`src/rtl/decode_stage_pipe.sv`:
```
// Decode stage: register file with writeback bypass, load-use interlock and the decode->execute pipeline register.
// Latency: one cycle from an accepted decode instruction (ValidD & ReadyD) to ValidE carrying it.
// Backpressure: ReadyD drops while execute holds (ValidE & ~ReadyE) or on a load-use hazard; FlushE forces it high.
// Ports: clk/rst; decode side ValidD, InstrD, PCD, PCPlus4D, ImmExtD, CtrlD -> ReadyD;
//        writeback RegWriteW/RDW/ResultW; execute handshake ReadyE, FlushE;
//        execute register ValidE, CtrlE, RD1_E, RD2_E, Imm_Ext_E, PCE, PCPlus4E, RD_E, RS1_E, RS2_E; StallCnt.
module decode_stage_pipe #(
    parameter int XLEN     = 32,
    parameter int NREGS    = 32,   // at most 32: index fields are 5 bits
    parameter int CTRL_W   = 12,
    parameter int LOAD_BIT = 4,
    parameter int CNT_W    = 16
) (
    input  logic              clk,
    input  logic              rst,
    input  logic              ValidD,
    input  logic [31:0]       InstrD,
    input  logic [XLEN-1:0]   PCD,
    input  logic [XLEN-1:0]   PCPlus4D,
    input  logic [XLEN-1:0]   ImmExtD,
    input  logic [CTRL_W-1:0] CtrlD,
    input  logic              RegWriteW,
    input  logic [4:0]        RDW,
    input  logic [XLEN-1:0]   ResultW,
    input  logic              ReadyE,
    input  logic              FlushE,
    output logic              ReadyD,
    output logic              ValidE,
    output logic [CTRL_W-1:0] CtrlE,
    output logic [XLEN-1:0]   RD1_E,
    output logic [XLEN-1:0]   RD2_E,
    output logic [XLEN-1:0]   Imm_Ext_E,
    output logic [XLEN-1:0]   PCE,
    output logic [XLEN-1:0]   PCPlus4E,
    output logic [4:0]        RD_E,
    output logic [4:0]        RS1_E,
    output logic [4:0]        RS2_E,
    output logic [CNT_W-1:0]  StallCnt
);

    typedef struct packed {
        logic              valid;
        logic [CTRL_W-1:0] ctrl;
        logic [XLEN-1:0]   rd1;
        logic [XLEN-1:0]   rd2;
        logic [XLEN-1:0]   imm;
        logic [XLEN-1:0]   pc;
        logic [XLEN-1:0]   pc4;
        logic [4:0]        rd;
        logic [4:0]        rs1;
        logic [4:0]        rs2;
    } ex_t;

    ex_t              ex_q;
    logic [XLEN-1:0]  rf [NREGS];
    logic [CNT_W-1:0] stall_cnt;

    logic [4:0]      rs1_d, rs2_d, rd_d;
    logic [XLEN-1:0] rd1_d, rd2_d;
    logic            wb_en, hold, luh;
    logic            unused_instr;

    assign rs1_d = InstrD[19:15];
    assign rs2_d = InstrD[24:20];
    assign rd_d  = InstrD[11:7];
    assign unused_instr = ^{InstrD[31:25], InstrD[14:12], InstrD[6:0]};

    // x0 is never written, so the write enable alone keeps it zero.
    assign wb_en = RegWriteW && (RDW != 5'd0);

    // Write-first read: a same-cycle writeback to the read index wins over the array.
    always_comb begin
        rd1_d = '0;
        rd2_d = '0;
        if (wb_en && (RDW == rs1_d))
            rd1_d = ResultW;
        else if (rs1_d != 5'd0)
            rd1_d = rf[rs1_d];
        if (wb_en && (RDW == rs2_d))
            rd2_d = ResultW;
        else if (rs2_d != 5'd0)
            rd2_d = rf[rs2_d];
    end

    assign hold = ex_q.valid && !ReadyE;
    assign luh  = ValidD && ex_q.valid && ex_q.ctrl[LOAD_BIT] && (ex_q.rd != 5'd0)
               && ((ex_q.rd == rs1_d) || (ex_q.rd == rs2_d));

    // A flush kills whatever decode holds, so the instruction counts as consumed.
    assign ReadyD = !rst && (FlushE || (!hold && !luh));

    always_ff @(posedge clk) begin
        if (rst) begin
            for (int i = 0; i < NREGS; i++)
                rf[i] <= '0;
        end else if (wb_en) begin
            rf[RDW] <= ResultW;
        end
    end

    always_ff @(posedge clk) begin
        if (rst) begin
            ex_q <= '0;
        end else if (FlushE) begin
            ex_q.valid <= 1'b0;
            ex_q.ctrl  <= '0;
            ex_q.rd    <= '0;
        end else if (hold) begin
            // A held instruction still picks up results written back while it waits.
            if (wb_en && (RDW == ex_q.rs1))
                ex_q.rd1 <= ResultW;
            if (wb_en && (RDW == ex_q.rs2))
                ex_q.rd2 <= ResultW;
        end else if (luh || !ValidD) begin
            ex_q.valid <= 1'b0;
            ex_q.ctrl  <= '0;
            ex_q.rd    <= '0;
        end else begin
            ex_q.valid <= 1'b1;
            ex_q.ctrl  <= CtrlD;
            ex_q.rd1   <= rd1_d;
            ex_q.rd2   <= rd2_d;
            ex_q.imm   <= ImmExtD;
            ex_q.pc    <= PCD;
            ex_q.pc4   <= PCPlus4D;
            ex_q.rd    <= rd_d;
            ex_q.rs1   <= rs1_d;
            ex_q.rs2   <= rs2_d;
        end
    end

    // Counts only cycles where a bubble is actually inserted for a load-use hazard.
    always_ff @(posedge clk) begin
        if (rst)
            stall_cnt <= '0;
        else if (luh && !hold && !FlushE && (stall_cnt != '1))
            stall_cnt <= stall_cnt + CNT_W'(1);
    end

    assign ValidE    = ex_q.valid;
    assign CtrlE     = ex_q.ctrl;
    assign RD1_E     = ex_q.rd1;
    assign RD2_E     = ex_q.rd2;
    assign Imm_Ext_E = ex_q.imm;
    assign PCE       = ex_q.pc;
    assign PCPlus4E  = ex_q.pc4;
    assign RD_E      = ex_q.rd;
    assign RS1_E     = ex_q.rs1;
    assign RS2_E     = ex_q.rs2;
    assign StallCnt  = stall_cnt;

endmodule

```
`config.mk`:
```
export PLATFORM = sky130hd
export DESIGN_NAME = decode_stage_pipe
export DESIGN_NICKNAME = d
export VERILOG_FILES = /design/src/rtl/decode_stage_pipe.sv
export SDC_FILE = /design/constraint.sdc
export NUM_CORES = 2
export LEC_CHECK = 0
export CELL_PAD_IN_SITES_DETAIL_PLACEMENT = 2
export CELL_PAD_IN_SITES_GLOBAL_PLACEMENT = 2
export CORE_MARGIN = 1.5
export CORE_UTILIZATION = 46
export DETAILED_ROUTE_END_ITERATION = 8
export GPL_ROUTABILITY_DRIVEN = 0
export PLACE_DENSITY_LB_ADDON = 0.05
export SLEW_MARGIN = 30
export SYNTH_ARGS = -nofsm -noshare
export SYNTH_HDL_FRONTEND = slang
export SYNTH_SLANG_ARGS = --single-unit
```
`constraint.sdc`:
```
create_clock -name clk -period 16.18 [get_ports clk]
set_input_delay 4.854 -clock clk [delete_from_list [all_inputs] [get_ports clk]]
set_output_delay 4.854 -clock clk [all_outputs]
set_load 0.01 [all_outputs]
```
==> results.ini <==
[setup_path]
crit_required_ps = 11330
arrival_ps = 7650
crit_type = in -> out
crit_path_start_kind = primary input
worst_setup_path_end_kind = output pin
path_max_fanout = 11

[global_routing]
overflow = 0
grt.total_usage_pct = 40.5
antenna_found_initial = 31
grt_pass1_wl_um = 389000
grt_start_max_net_pins = 148
grt_pass1_vias = 50564

[cells_and_area]
nets = 5133
syn_to_final_growth_pct = 17.1
drive_above_1_share_pct = 16.6
final_cell_mix = 1024 x edfxtp_1, 996 x and2_1, 364 x mux2i_1, 342 x clkdlybuf4s50_1, 326 x mux4_2
mostFrequentLayoutCell = edfxtp_1

[drt]
firstDrtPassIters = 5
vias = 47636
drc_errors = 0
ant_nets = 0
totalWireLength_um = 280000
avgRoutedWirePerCell_um = 40.9
dr.first_iter.drc_count = 6281
via_per_inst = 6.96

[cts]
cts_tree = done
hold_buffers = 0
htree_levels = 4
cts_setup_buffers = 0
insertion_delay_ps = 810
cts-root-buf = clkbuf_16
clkSlewWorstSetupHoldPaths_ps = 60
cts_made_buffers = 142
clockBufferDepth = 3
clock_sinks = 1228
post_cts_resized = 0

[placement]
post-dp-hpwl_um = 164000
dp_slack_ps = 3770
io_buffers = 370

[timing]
max_freq_mhz = 80.0
tightest_slew_ps = 1100
drv_slew = 0
setup_ws_ps = 3680
setup-violations-final = 0
setup_tns_ps = 0
rsz0062_at_grt = no
finalCritPeriodShare_pct = 77.3
slew_headroom_pct = 27.0
period_minus_slack_ps = 12500
hold_viol_final = 0
finClkSkew_ps = 29.6

[synthesis]
ys_ff_latch = 1228
ys_seq_area_share_pct = 56.0
synth_area_sq_um = 62200
yosysTopAreaCellShare_pct = 49.4
synthCells = 4751
synth_flop_cell = edfxtp_1
syn_area_per_cell_sq_um = 13.1
synthArstFlopShare_pct = 0
yosysWarnings = 0
yosys.area.top_type = edfxtp_1
synth-edff-count = 1024
synthTopCellsByArea = edfxtp_1 49%, mux4_2 12%, and2_1 10%
synth.distinct_cells = 68

[worst_hold_path]
hp-class = reg -> reg

[flow_run]
max_cap_violations = 0

[floorplan]
initial_core_util_pct = 46.5
die_h_um = 371
chipWidth_um = 371
die_area_sq_um = 137000
core-area_sq_um = 134000
io_pins = 388
rows = 134

[pwr]
intPower_mw = 5.93
p_per_area_nw_per_um2 = 110
power_leakage_nw = 25.4
clkPwrFrac_pct = 41.8
ir_worst_vdd_uv = 88.9
p_comb_share_pct = 12.0
p_seq_share_pct = 46.2
switchingPower_mw = 2.11
swShare_pct = 26.2

[run_status]
outcome = completed

==> critical path, cell delays in order <==
cell and delay [ps]:
clkdlybuf4s50_1 1000, xnor2_1 200, nand3_1 140, o22ai_2 460, nand2_1 140, a21oi_1 240
nor2_1 70, clkdlybuf4s50_1 510
==> power groups by stage <==
| stage | Sequential, mW | Clock, mW | Combinational, mW |
|---|---|---|---|
| 4_1_cts | 3.71 | 3.37 | 0.945 |
| 2_1_floorplan | 3.74 | 0 | 0.508 |
| 5_1_grt | 3.72 | 3.47 | 0.990 |
| 3_5_place_dp | 3.77 | 0 | 0.932 |
| 3_3_place_gp | 3.74 | 0 | 0.903 |
| 6_report | 3.71 | 3.36 | 0.968 |
==> final timing paths <==
kind,start,endpoint,slack (ps),cells after the start
min reg2reg,RD1_E[0],RD1_E[0],450,2
max,InstrD[23],ReadyD,3680,8
max reg2reg,ValidE,RD1_E[28],12620,7
min,RD1_E[0],RD1_E[0],450,2
==> metal layers <==
layer	up-vias	routed length [um]	track usage [%]
li1	18379	-	-
met1	24788	97300	48.6
met2	3471	135000	66.0
met3	996	29300	9.28
met4	2	18500	25.6
met5	-	13	0
==> final cells by class <==
type                            count  area (sq um)
Fill cell                       12240         61000
Sequential cell                  1228         34800
Multi-Input combinational cell   3051         26100
Timing Repair Buffer              520          4920
Clock buffer                      194          4010
Tap cell                         1768          2210
Clock inverter                     61           708
Antenna cell                       19          47.5
Inverter                            6          25.0
==> synth_stat cells (all sizes together), types with 71 or more instances <==
library cell and instances:
nand3 107, a21oi 162, dfxtp 204, and2 997
buf 158, clkbuf 339, mux2i 364, nand4 71
a22oi 263, nand2 259, o22ai 91, edfxtp 1024
mux4 326
==> cells by family (layout without fill, tap and decap cells) <==
family	Yosys count	count (layout)	share of synthesized area, %
compound gates	699	699	7.70
simple gates	1586	1586	14.5
xor+xnor	35	35	0.493
buf+inv	503	781	3.44
flops	1228	1228	56.0
fa+ha+maj	1	1	0.0201
mux	698	698	17.8
other cells	1	51	0.00603
==> state kept, by name (all words and copies together) (netlist names), 12 cells and up <==
signal / cells
Imm_Ext_E: 32
PCE: 32
StallCnt: 16
CtrlE: 12
PCPlus4E: 32
RD2_E: 32
RD1_E: 32
rf: 1024
==> through the flow <==
step	instances	hold slack [ps]	util, %	area, sq um	power, mW
after detailed placement	6570	449	50.9	68000	4.70
final	6847	454	54.4	72800	8.04
after global routing	6838	476	54.4	72800	8.18
after CTS	6825	457	54.4	72800	8.02
after floorplan	4782	473	-	62300	4.24
after global placement	6566	437	50.8	68000	4.64
(Power assumes the default switching activity.)
